===== src/rtl/aukv_lsu_if.sv =====
// Data-bus bundle between the aukv_lsu memory stage and the data memory/bus fabric.
// Member names match the legacy flat port names so existing bus wiring maps one-to-one.
interface aukv_lsu_if;
  logic        o_dbus_req;
  logic        o_dbus_we;
  logic [31:0] o_dbus_addr;
  logic [31:0] o_dbus_wdata;
  logic [3:0]  o_dbus_be;
  logic        i_dbus_ack;
  logic [31:0] i_dbus_rdata;

  modport master (
    output o_dbus_req, o_dbus_we, o_dbus_addr, o_dbus_wdata, o_dbus_be,
    input  i_dbus_ack, i_dbus_rdata
  );

  modport slave (
    input  o_dbus_req, o_dbus_we, o_dbus_addr, o_dbus_wdata, o_dbus_be,
    output i_dbus_ack, i_dbus_rdata
  );
endinterface


===== src/rtl/aukv_lsu.sv =====
// RV32I memory stage: passes ALU results through, runs the req/ack data-bus access for
// loads/stores with byte-lane alignment, and reports misalignment and bus-timeout exceptions.
module aukv_lsu #(
  parameter int unsigned TIMEOUT = 255
) (
  input  logic        i_clk,
  input  logic        i_rstn,
  input  logic        i_valid,
  input  logic [31:0] i_alu_result,
  input  logic [31:0] i_store_data,
  input  logic        i_load,
  input  logic        i_store,
  input  logic [1:0]  i_size,
  input  logic        i_unsigned,
  input  logic [4:0]  i_rd_idx,
  output logic        o_stall,
  output logic        o_valid,
  output logic [31:0] o_rd_data,
  output logic [4:0]  o_rd_idx,
  output logic        o_rd_we,
  output logic        o_exc,
  output logic [1:0]  o_exc_code,
  aukv_lsu_if.master  dbus
);

  localparam int unsigned CW = (TIMEOUT < 2) ? 1 : $clog2(TIMEOUT);

  typedef enum logic {IDLE, WAIT} state_t;
  state_t state_q, state_d;

  logic [CW-1:0] cnt_q;
  logic          req_q, we_q;
  logic [31:0]   addr_q, wdata_q;
  logic [3:0]    be_q;
  logic [1:0]    lo_q, size_q;
  logic          uns_q;
  logic [4:0]    rd_q;

  logic        accept, is_mem, misal, go_wait, ack_hit, tmo_hit;
  logic [31:0] ld_data, lane;

  assign dbus.o_dbus_req   = req_q;
  assign dbus.o_dbus_we    = we_q;
  assign dbus.o_dbus_addr  = addr_q;
  assign dbus.o_dbus_wdata = wdata_q;
  assign dbus.o_dbus_be    = be_q;

  always_ff @(posedge i_clk or negedge i_rstn) begin
    if (!i_rstn) state_q <= IDLE;
    else         state_q <= state_d;
  end

  always_comb begin
    state_d = state_q;
    case (state_q)
      IDLE:    if (go_wait) state_d = WAIT;
      WAIT:    if (ack_hit || tmo_hit) state_d = IDLE;
      default: state_d = IDLE;
    endcase
  end

  always_comb begin
    o_stall = (state_q == WAIT);
    accept  = (state_q == IDLE) && i_valid;
    is_mem  = i_load || i_store;
    // Size 3 decodes as word, so size[1] alone selects the word alignment rule.
    misal   = ((i_size == 2'd1) && i_alu_result[0]) ||
              (i_size[1] && (i_alu_result[1:0] != 2'b00));
    go_wait = accept && is_mem && !misal;
    ack_hit = (state_q == WAIT) && dbus.i_dbus_ack;
    tmo_hit = (state_q == WAIT) && !dbus.i_dbus_ack && (TIMEOUT != 0) &&
              (cnt_q == CW'(TIMEOUT - 1));
  end

  always_comb begin
    lane = dbus.i_dbus_rdata >> {lo_q, 3'b000};
    case (size_q)
      2'd0:    ld_data = uns_q ? {24'b0, lane[7:0]}  : {{24{lane[7]}}, lane[7:0]};
      2'd1:    ld_data = uns_q ? {16'b0, lane[15:0]} : {{16{lane[15]}}, lane[15:0]};
      default: ld_data = lane;
    endcase
  end

  always_ff @(posedge i_clk or negedge i_rstn) begin
    if (!i_rstn) begin
      cnt_q      <= '0;
      req_q      <= 1'b0;
      we_q       <= 1'b0;
      addr_q     <= '0;
      wdata_q    <= '0;
      be_q       <= '0;
      lo_q       <= '0;
      size_q     <= '0;
      uns_q      <= 1'b0;
      rd_q       <= '0;
      o_valid    <= 1'b0;
      o_rd_data  <= '0;
      o_rd_idx   <= '0;
      o_rd_we    <= 1'b0;
      o_exc      <= 1'b0;
      o_exc_code <= '0;
    end else begin
      o_valid <= 1'b0;
      o_rd_we <= 1'b0;
      o_exc   <= 1'b0;

      if (accept && !go_wait) begin
        o_valid    <= 1'b1;
        o_rd_idx   <= i_rd_idx;
        if (is_mem) begin
          o_exc      <= 1'b1;
          o_exc_code <= i_load ? 2'd1 : 2'd2;
        end else begin
          o_rd_data  <= i_alu_result;
          o_rd_we    <= (i_rd_idx != 5'd0);
          o_exc_code <= 2'd0;
        end
      end

      if (go_wait) begin
        cnt_q   <= '0;
        req_q   <= 1'b1;
        we_q    <= i_store;
        addr_q  <= {i_alu_result[31:2], 2'b00};
        lo_q    <= i_alu_result[1:0];
        size_q  <= i_size;
        uns_q   <= i_unsigned;
        rd_q    <= i_rd_idx;
        case (i_size)
          2'd0: begin
            be_q    <= 4'b0001 << i_alu_result[1:0];
            wdata_q <= {4{i_store_data[7:0]}};
          end
          2'd1: begin
            be_q    <= 4'b0011 << i_alu_result[1:0];
            wdata_q <= {2{i_store_data[15:0]}};
          end
          default: begin
            be_q    <= 4'b1111;
            wdata_q <= i_store_data;
          end
        endcase
      end else if (state_q == WAIT) begin
        if (ack_hit) begin
          req_q      <= 1'b0;
          o_valid    <= 1'b1;
          o_rd_idx   <= rd_q;
          o_exc_code <= 2'd0;
          if (!we_q) begin
            o_rd_data <= ld_data;
            o_rd_we   <= (rd_q != 5'd0);
          end
        end else if (tmo_hit) begin
          req_q      <= 1'b0;
          o_valid    <= 1'b1;
          o_rd_idx   <= rd_q;
          o_exc      <= 1'b1;
          o_exc_code <= 2'd3;
        end else begin
          cnt_q <= cnt_q + 1'b1;
        end
      end
    end
  end

endmodule


===== src/flat_wrapper.sv =====
// flat-port wrapper written by rule: the top's interface ports become plain ports
module aukv_lsu_flat 
#(
  parameter int unsigned TIMEOUT = 255
)
  (i_clk, i_rstn, i_valid, i_alu_result, i_store_data, i_load, i_store, i_size, i_unsigned, i_rd_idx, o_stall, o_valid, o_rd_data, o_rd_idx, o_rd_we, o_exc, o_exc_code, dbus_o_dbus_req, dbus_o_dbus_we, dbus_o_dbus_addr, dbus_o_dbus_wdata, dbus_o_dbus_be, dbus_i_dbus_ack, dbus_i_dbus_rdata);
  aukv_lsu_if dbus_i ();
  input  logic i_clk;
  input  logic i_rstn;
  input  logic i_valid;
  input  logic [31:0] i_alu_result;
  input  logic [31:0] i_store_data;
  input  logic i_load;
  input  logic i_store;
  input  logic [1:0] i_size;
  input  logic i_unsigned;
  input  logic [4:0] i_rd_idx;
  output logic o_stall;
  output logic o_valid;
  output logic [31:0] o_rd_data;
  output logic [4:0] o_rd_idx;
  output logic o_rd_we;
  output logic o_exc;
  output logic [1:0] o_exc_code;
  output wire logic [$bits(dbus_i.o_dbus_req)-1:0] dbus_o_dbus_req;
  output wire logic [$bits(dbus_i.o_dbus_we)-1:0] dbus_o_dbus_we;
  output wire logic [$bits(dbus_i.o_dbus_addr)-1:0] dbus_o_dbus_addr;
  output wire logic [$bits(dbus_i.o_dbus_wdata)-1:0] dbus_o_dbus_wdata;
  output wire logic [$bits(dbus_i.o_dbus_be)-1:0] dbus_o_dbus_be;
  input wire logic [$bits(dbus_i.i_dbus_ack)-1:0] dbus_i_dbus_ack;
  input wire logic [$bits(dbus_i.i_dbus_rdata)-1:0] dbus_i_dbus_rdata;
  assign dbus_o_dbus_req = dbus_i.o_dbus_req;
  assign dbus_o_dbus_we = dbus_i.o_dbus_we;
  assign dbus_o_dbus_addr = dbus_i.o_dbus_addr;
  assign dbus_o_dbus_wdata = dbus_i.o_dbus_wdata;
  assign dbus_o_dbus_be = dbus_i.o_dbus_be;
  assign dbus_i.i_dbus_ack = dbus_i_dbus_ack;
  assign dbus_i.i_dbus_rdata = dbus_i_dbus_rdata;
  aukv_lsu #(.TIMEOUT(TIMEOUT)) u_core (.i_clk(i_clk), .i_rstn(i_rstn), .i_valid(i_valid), .i_alu_result(i_alu_result), .i_store_data(i_store_data), .i_load(i_load), .i_store(i_store), .i_size(i_size), .i_unsigned(i_unsigned), .i_rd_idx(i_rd_idx), .o_stall(o_stall), .o_valid(o_valid), .o_rd_data(o_rd_data), .o_rd_idx(o_rd_idx), .o_rd_we(o_rd_we), .o_exc(o_exc), .o_exc_code(o_exc_code), .dbus(dbus_i));
endmodule

===== config.mk =====
export PLATFORM = sky130hd
export DESIGN_NAME = aukv_lsu_flat
export DESIGN_NICKNAME = d
export VERILOG_FILES = /design/src/rtl/aukv_lsu_if.sv /design/src/rtl/aukv_lsu.sv /design/src/flat_wrapper.sv
export SDC_FILE = /design/constraint.sdc
export NUM_CORES = 1
export LEC_CHECK = 0
export CAP_MARGIN = 10
export CORE_AREA = 2 2 87 173
export CTS_CLUSTER_SIZE = 30
export DETAILED_ROUTE_END_ITERATION = 16
export DIE_AREA = 0 0 89 175
export PLACE_DENSITY = 0.8
export SETUP_SLACK_MARGIN = 0.15
export SYNTH_ARGS = -nofsm -noshare
export SYNTH_HDL_FRONTEND = slang
export SYNTH_SLANG_ARGS = --single-unit
export TNS_END_PERCENT = 5

===== constraint.sdc =====
create_clock -name i_clk -period 2 [get_ports i_clk]
set_input_delay 0.3 -clock i_clk [delete_from_list [all_inputs] [get_ports i_clk]]
set_output_delay 0.3 -clock i_clk [all_outputs]
set_load 0.05 [all_outputs]

; Yosys cells after proc, flatten, opt, wreduce, memory -nomap -nowiden
; Cells that the tools add are included.
[word_totals]
out_inout_bits = 113
inputBits = 110
reg_bits = 129
elab_cells = 102
[op_classes]
eq_ne = 5
add_sub_neg = 1
reduce_logical = 24
bitwise_logic = 1
muxes = 51
shifts = 3
[op_table]
columns = cell, count
row1 = 32-bit 2-to-1 mux, 8
row2 = 32-bit case mux with 2 select lines, 2
row3 = 8-bit 2-to-1 mux, 4
row4 = 32-bit by 5-bit >> shifter with 32-bit output, 1
row5 = 5-bit 2-to-1 mux, 5
row6 = 1-bit 2-to-1 mux, 23
row7 = 2-bit 2-to-1 mux, 7
row8 = 5-bit nonzero test, 2
row9 = 1-bit logical AND, 9
row10 = 8-bit by 1-bit adder with 8-bit output (second input constant), 1
row11 = 8-bit equality test (second input constant), 1
row12 = 4-bit case mux with 2 select lines, 1
row13 = 2-bit by 1-bit equality test with 1-bit output (second input constant), 2
row14 = 2-bit zero test, 2
row15 = 2-bit by 1-bit != test with 1-bit output (second input constant), 2
row16 = 2-bit nonzero test, 2
row17 = 1-bit by 2-bit left shift with 4-bit output (first input constant), 1
row18 = 2-bit by 2-bit left shift with 4-bit output (first input constant), 1
row19 = 1-bit zero test, 3
row20 = 1-bit logical OR, 3
row21 = 3-bit AND reduction, 1
row22 = 3-bit nonzero test, 1
row23 = 1-bit case mux with 2 select lines, 1
row24 = 2-bit AND reduction, 1
row25 = 1-bit NOT, 1

; Longest topological paths before layout
; Gate-level depths: netlist of the first run.
[depth]
ltp_word = 12
mapped_depth = 7
mapped_depth_nobuf = 6

; Least setup slack after synthesis of the first run
; OpenSTA, ideal clock, no wires.
[synth_path]
path_kind = reg2reg
start = register u_core.state_q, in the netlist u_core.o_stall
end = register u_core.o_rd_data[28]
setup_time_ps = 126
slack_ps = -99
synth_period_minus_slack_ps = 2099
stages_incl_launch_ff = 7
n_path_buf = 2
t_arrival_ps = 1973
t_required_ps = 1874
path_cell_list = dfrtp_1 -> clkbuf_2 -> nand2b_2 -> nor2_4 -> buf_6 -> mux2_2 -> a221o_1
[synth_via]
elab_chain_cells = 11
word_cells_on_any_way = 12
cone_classes = mux (5) / bitwise (1) / reduce/logical (6)
[synth_rtl]
columns = element, line
row1 = start: declaration, aukv_lsu.sv:29  ; state_t state_q, state_d;
row2 = start signal: assignment, aukv_lsu.sv:50  ; else state_q <= state_d;
row3 = 1-bit NOT, n/a
row4 = 1-bit logical AND, aukv_lsu.sv:64  ; accept = (state_q == IDLE) && i_valid;
row5 = 1-bit logical AND (2 in a row), aukv_lsu.sv:69  ; go_wait = accept && is_mem && !misal;
row6 = 1-bit zero test, aukv_lsu.sv:107  ; if (accept && !go_wait) begin
row7 = 1-bit logical AND, aukv_lsu.sv:107
row8 = 32-bit 2-to-1 mux, aukv_lsu.sv:107
row9 = 32-bit 2-to-1 mux, aukv_lsu.sv:149  ; if (!we_q) begin
row10 = 32-bit 2-to-1 mux, aukv_lsu.sv:144  ; if (ack_hit) begin
row11 = 32-bit 2-to-1 mux, aukv_lsu.sv:143  ; end else if (state_q == WAIT) begin
row12 = 32-bit 2-to-1 mux *, aukv_lsu.sv:120  ; if (go_wait) begin
row13 = end signal: assignment, aukv_lsu.sv:114  ; o_rd_data <= i_alu_result;
row14 = end signal: assignment, aukv_lsu.sv:150  ; o_rd_data <= ld_data;
row15 = end: declaration, aukv_lsu.sv:18  ; output logic [31:0] o_rd_data,
; Mark *: on every way between the ends. The rest lies on a longest branch, timed or not.
; A chain may end at the register's enable or synchronous reset.

; Worst setup path after layout of the first run
[layout_path]
start = register u_core.o_rd_data[30]
end = output o_rd_data[30]
[layout_lines]
columns = element, line
row1 = end: declaration, flat_wrapper.sv:20  ; output logic [31:0] o_rd_data;
; No word-level cell between the ends.

==> results_dict.tcl, run 1 <==
set metrics [dict create \
    synth_top_area_share_pct 51.4 \
    clk_latency_ns 0.41 \
    crit_arrival_ns 1.63 \
    synth_cells 538 \
    stdcell_area_um2 9610 \
    grt_overflow 0 \
    synth_flop_cell "dfrtp_1" \
    htree_levels 4 \
    gp_congestion 0.868 \
    cp-start-kind "flop" \
    ys_types 51 \
    min_path_type "in2async" \
    ys_seq_elements 129 \
    die_w_um 89 \
    worst_pin_slew_ns 0.920 \
    seq_area_frac_synth_pct 51.4 \
    maxSlewViolCount 0 \
    crit_path_max_fanout 2 \
    area_growth_syn_to_layout_pct 53.1 \
    drt_iter0_drc 190 \
    fin_nets 895 \
    fin_skew_ns 0.00717 \
    placed_cell_area_um2 8920 \
    viasPerCell 5.46 \
    clk_pin_slew_ns 0.06 \
    cap_violations 0 \
    hold-worst-slack_ns 0.384 \
    die_h_um 175 \
    num_vias 5394 \
    crit_buf_inv 1 \
    fin_crit_sh_pct 96.4 \
    ys_warn_count 0 \
    synth_area_per_cell_um2 11.7 \
    num_rows 62 \
    drive_gt1_share_pct 19.0 \
    grt_pass1_wl_um 30000 \
    status "complete, no violations" \
    coreArea_um2 14300 \
    required_ns 1.70 \
    setup_viol 0 \
    synth_edf_count 0 \
    syn_area_um2 6280 \
    crit_slowest_cell "clkdlybuf4s50_1" \
    grtUsageTotal_pct 25.2 \
    critPathCaptureType "primary output" \
    ioPinCount 223 \
    timing.final.crit_period_ns 1.93 \
    grt_start_max_net_pins 48 \
    p_per_area_nw_per_um2 1390 \
    rsz0062_at_grt "yes" \
    cp_cell_sequence "clkdlybuf4s50_1" \
    cts-root-buf "clkbuf_16" \
    ant_nets 0 \
    hpwl_um 14700 \
    grt_pass1_vias 5877 \
    clock-sinks 129 \
    drc 0 \
    drtPass1Iterations 5 \
    p_leak_nw 4.11 \
    dieArea_um2 15600 \
    finalHoldViolCount 0 \
    clockBufferDepth 2 \
    max_freq_mhz 519 \
    vdd_ir_drop_max_v 0.000922 \
    critPathTopFamily "buffers and inverters" \
    antenna_found_initial 0 \
    antennaDiodeCount 0 \
    synthArstFlopShare_pct 100 \
    relSlewSlack_pct 38.4 \
    cts_tree "yes" \
    io_buffers 220 \
    wl_um 19300 \
    synth.most_common_cell "dfrtp_1" \
    wire_per_inst_um 19.5 \
    synth_area_leader_cell "dfrtp_1" \
    critPathKind "reg2out" \
    synthTopCellsByArea "dfrtp_1, mux2i_1, mux2_2" \
    critPathMaxStageDelay_ns 0.83 \
    start_util_pct 44.0 \
    numCtsBuffers 17 \
    synth_common_cells "dfrtp_1, mux2i_1, mux2_2" \
]
==> cell families (layout without fill, tap and decap cells) <==
kind of cell,count (synthesis),in the layout,share of synthesized area [%]
and+or+nand+nor,109,109,8.33
AOI/OAI and AO/OA,108,108,11.4
xor gates and xnor gates,6,6,0.837
other,1,2,0.0598
muxes,141,141,24.1
adders and majority gates,2,2,0.399
DFF,129,129,51.4
buffers and inverters,42,299,3.39
==> placed cells by master (no fill, tap or decap), types with 5 or more instances in the layout <==
| cell | n |
|---|---|
| mux2_1 | 6 |
| mux2_2 | 53 |
| a221oi_1 | 6 |
| buf_12 | 6 |
| nand3_1 | 5 |
| a21oi_1 | 12 |
| a221o_1 | 8 |
| o21ai_0 | 49 |
| nand2_1 | 50 |
| nor2_1 | 19 |
| mux2i_1 | 77 |
| dfrtp_1 | 127 |
| o211ai_1 | 12 |
| clkdlybuf4s50_1 | 213 |
| buf_4 | 40 |
| o221ai_1 | 8 |
| clkbuf_16 | 17 |
==> layout make-up <==
| type | instances | area, um^2 |
|---|---|---|
| clock buffers | 17 | 425 |
| multi-input cells | 368 | 2880 |
| fillers | 1127 | 4670 |
| inverters | 4 | 15.0 |
| clock inverters | 15 | 223 |
| well taps | 192 | 240 |
| flip-flops and latches | 129 | 3230 |
| repair buffers | 263 | 2600 |
==> final timing paths <==
kind                                               from                            to  slack, ns  cells past startpoint
max                                u_core.o_rd_data[30]                 o_rd_data[30]       0.07                      1
min                                              i_rstn                  u_core.o_exc       0.38                      2
max reg2reg                              u_core.lo_q[1]          u_core.o_rd_data[15]       0.15                      4
min reg2reg                u_core.dbus.o_dbus_wdata[10]  u_core.dbus.o_dbus_wdata[10]       0.48                      2
max in group asynchronous                        i_rstn                u_core.lo_q[1]       1.00                      3
min in group i_clk         u_core.dbus.o_dbus_wdata[10]  u_core.dbus.o_dbus_wdata[10]       0.48                      2
==> worst reg2reg max path: stages (launching register included) <==
cell and delay [ns]:
dfrtp_2 0.43, mux4_2 0.52, and3b_1 0.30, a2111oi_1 0.40, a21oi_1 0.08
==> repair_timing <==
| item | 4_1_cts | 5_1_grt |
|---|---|---|
| endpoints found under the setup margin | 122 | 127 |
| resized for setup | 4 | 5 |
| hold buffers | 1 | 0 |
| buffers inserted | 0 | 1 |
| pin swaps | 0 | 0 |
| hold endpoints to repair | 45 | 0 |
==> routing by layer <==
layer | global-route usage [%] | up-vias | routed length [um]
met5 | 0 | - | 0
met4 | 13.6 | 0 | 940
met2 | 46.4 | 216 | 11000
met3 | 6.19 | 50 | 1180
met1 | 24.6 | 2674 | 6210
li1 | - | 2454 | -
==> stage by stage <==
stage | std cells | setup WS [ns] | util [%] | power [mW] | setup TNS, ns
2_1_floorplan | 539 | 0.114 | - | 7.67 | 0
3_3_place_gp | 954 | -0.260 | 62.5 | 9.86 | -7.65
3_5_place_dp | 954 | -0.281 | 62.5 | 9.98 | -10.77
4_1_cts | 987 | 0.0363 | 67.2 | 13.4 | 0
5_1_grt | 988 | 0.0406 | 67.3 | 13.9 | 0
6_report | 988 | 0.0714 | 67.3 | 13.4 | 0
==> state kept, by name (all words and copies together) (netlist names), 2 cells and up <==
register and cells:
u_core.dbus.o_dbus_wdata 32, u_core.o_rd_data 32, u_core.dbus.o_dbus_addr 30, u_core.cnt_q 8
u_core.o_rd_idx 5, u_core.rd_q 5, u_core.dbus.o_dbus_be 4, u_core.lo_q 2
u_core.o_exc_code 2, u_core.size_q 2
==> report_power, final <==
part	switching (mW)	internal, mW
registers	0.497	3.39
clock network	1.27	2.13
logic	3.83	2.25
total	5.60	7.77
(Power assumes the default switching activity.)
==> run 2, diff against run 1 <==
--- a/config.mk
+++ b/config.mk
@@ -6,10 +6,10 @@
 export NUM_CORES = 1
 export LEC_CHECK = 0
 export CAP_MARGIN = 10
-export CORE_AREA = 2 2 87 173
+export CORE_AREA = 4 4 89 175
 export CTS_CLUSTER_SIZE = 30
 export DETAILED_ROUTE_END_ITERATION = 16
-export DIE_AREA = 0 0 89 175
+export DIE_AREA = 0 0 93 179
 export PLACE_DENSITY = 0.8
 export SETUP_SLACK_MARGIN = 0.15
 export SYNTH_ARGS = -nofsm -noshare
==> run 2 against run 1 <==
Sequential share of layout area fell by 0.27 points. Sequential power barely moved. Combinational power barely moved. Clock power rose by 6.5%. Critical endpoint is now o_exc_code[1].
==> results_dict.tcl, run 2 (synthesized netlist as in run 1, its figures left out) <==
set metrics [dict create \
    drt_iter0_drc 212 \
    cp-startpoint "u_core.o_exc_code[1]" \
    die_h_um 179 \
    cts_tree "yes" \
    numCtsBuffers 17 \
    p_leak_nw 4.15 \
    p_int_mw 8.04 \
    setup_viol 0 \
    clock-sinks 129 \
    p_per_area_nw_per_um2 1410 \
    r2r-start "u_core.lo_q[1]" \
    vdd_ir_drop_max_v 0.000740 \
    coreArea_um2 14300 \
    crit_slowest_cell "clkdlybuf4s50_1" \
    fin_nets 901 \
    tns_ns 0 \
    drive_gt1_share_pct 19.0 \
    clk_latency_ns 0.41 \
    required_ns 1.70 \
    worst_pin_slew_ns 0.939 \
    final_cell_mix "clkdlybuf4s50_1, dfrtp_1, mux2i_1" \
    critPathMaxStageDelay_ns 0.83 \
    pwr-share-comb_pct 44.8 \
    switching_power_mw 5.58 \
    io_buffers 220 \
    grt_pass1_wl_um 32100 \
    critPathCaptureType "primary output" \
    grt_pass1_vias 6047 \
    clock_power_share_pct 26.6 \
    grt_overflow 0 \
    crit_arrival_ns 1.63 \
    cp_cell_sequence "clkdlybuf4s50_1" \
    area_growth_syn_to_layout_pct 54.3 \
    dieArea_um2 16600 \
    rr_worst_depth 5 \
    wire_per_inst_um 21.1 \
    cp-start-kind "flop" \
    placed_cell_area_um2 8980 \
    seq_area_um2 3230 \
    gp_congestion 0.950 \
    htree_levels 4 \
    num_vias 5520 \
    rsz0062_at_grt "yes" \
    antenna_found_initial 0 \
    crit_path_max_fanout 2 \
    antennaDiodeCount 0 \
    viasPerCell 5.55 \
    p_seq_share_pct 28.6 \
    ant_nets 0 \
    num_rows 62 \
    critPathKind "reg2out" \
    cts-root-buf "clkbuf_16" \
    fin_skew_ns 0.0112 \
    clk_pin_slew_ns 0.06 \
    cap_violations 0 \
    timing.final.crit_period_ns 1.93 \
    hold-worst-slack_ns 0.389 \
    maxSlewViolCount 0 \
    worst-path-stages 1 \
    stdcell_area_um2 9680 \
    critPathTopFamily "buffers and inverters" \
    dp_slack_ns -0.224 \
    ioPinCount 223 \
    fillers 1098 \
    multi_input_area_um2 2870 \
    wl_um 21000 \
    clockBufferDepth 2 \
    die_w_um 93 \
    hpwl_um 16200 \
    finalHoldViolCount 0 \
    p_sw_share_pct 41.0 \
    max_freq_mhz 517 \
    crit_buf_inv 1 \
    layout_commonest_cell "clkdlybuf4s50_1" \
    final_critical_path_setup_slack_ns 0.0665 \
    min_path_type "in2async" \
    status "complete, no violations" \
    grt_start_max_net_pins 58 \
    drtPass1Iterations 7 \
    drc 0 \
    fin_crit_sh_pct 96.7 \
    grtUsageTotal_pct 25.3 \
    relSlewSlack_pct 37.2 \
    start_util_pct 44.0 \
]
-- run 2: cell count changes in the layout (fill, tap and decap cells not counted), moves of 2 or more --
cell,previous run,this run
buf_4,40,43
bufinv_16,4,6
dlygate4sd2_1,0,5
inv_6,4,2
inv_8,3,0
dlymetal6s2s_1,2,0
clkbuf_8,0,2
-- run 2: worst register-to-register path: cells and delay by family, from the launching register on --
kind	cells	cell delay [ns]
compound gates	1	0.24
buf+inv	1	0.16
flops	1	0.42
mux	2	0.64
simple gates	1	0.27
-- run 2: path summary, 6_finish.rpt --
check,end,slack (ns)
min,u_core.dbus.o_dbus_addr[28],0.39
min in group i_clk,u_core.dbus.o_dbus_wdata[21],0.48
max reg2reg,u_core.o_rd_data[12],0.15
max,o_exc_code[1],0.07
max in group asynchronous,u_core.dbus.o_dbus_addr[26],0.88
min reg2reg,u_core.dbus.o_dbus_wdata[21],0.48
-- run 2: power groups by stage --
stage / clock network (mW) / logic, mW / registers (mW)
after floorplan: 0 / 1.35 / 6.32
after global placement: 0 / 6.00 / 3.88
after detailed placement: 0 / 6.13 / 3.92
after CTS: 3.66 / 6.13 / 3.89
after global routing: 3.78 / 6.37 / 3.99
final: 3.63 / 6.10 / 3.89
-- run 2: layout make-up --
| cell class | count | share of cell area [%] |
|---|---|---|
| clock buffers | 20 | 4.72 |
| well taps | 192 | 2.48 |
| repair buffers | 269 | 27.3 |
| clock inverters | 12 | 2.35 |
| multi-input cells | 368 | 29.7 |
| inverters | 4 | 0.155 |
| flip-flops and latches | 129 | 33.4 |
-- run 2: repair_timing --
| item | in CTS | in global routing |
|---|---|---|
| endpoints found under the hold margin | 46 | 0 |
| endpoints found under the setup margin | 115 | 123 |
| hold buffers | 1 | 0 |
| gates resized for setup | 5 | 5 |
| setup buffers | 0 | 0 |
-- run 2: metrics by stage --
step	util [%]	std cells	power (mW)
5_1_grt	67.8	994	14.1
6_report	67.8	994	13.6
2_1_floorplan	-	539	7.67
3_3_place_gp	62.9	961	9.89
4_1_cts	67.7	994	13.7
3_5_place_dp	62.9	961	10.0
-- run 2: per-layer routing --
| metal | vias up | wire length (um) | track usage (%) |
|---|---|---|---|
| met2 | 260 | 12000 | 48.9 |
| met5 | - | 0 | 0 |
| met3 | 68 | 1200 | 5.08 |
| met1 | 2713 | 6660 | 24.0 |
| met4 | 0 | 1160 | 14.5 |
| li1 | 2479 | - | - |
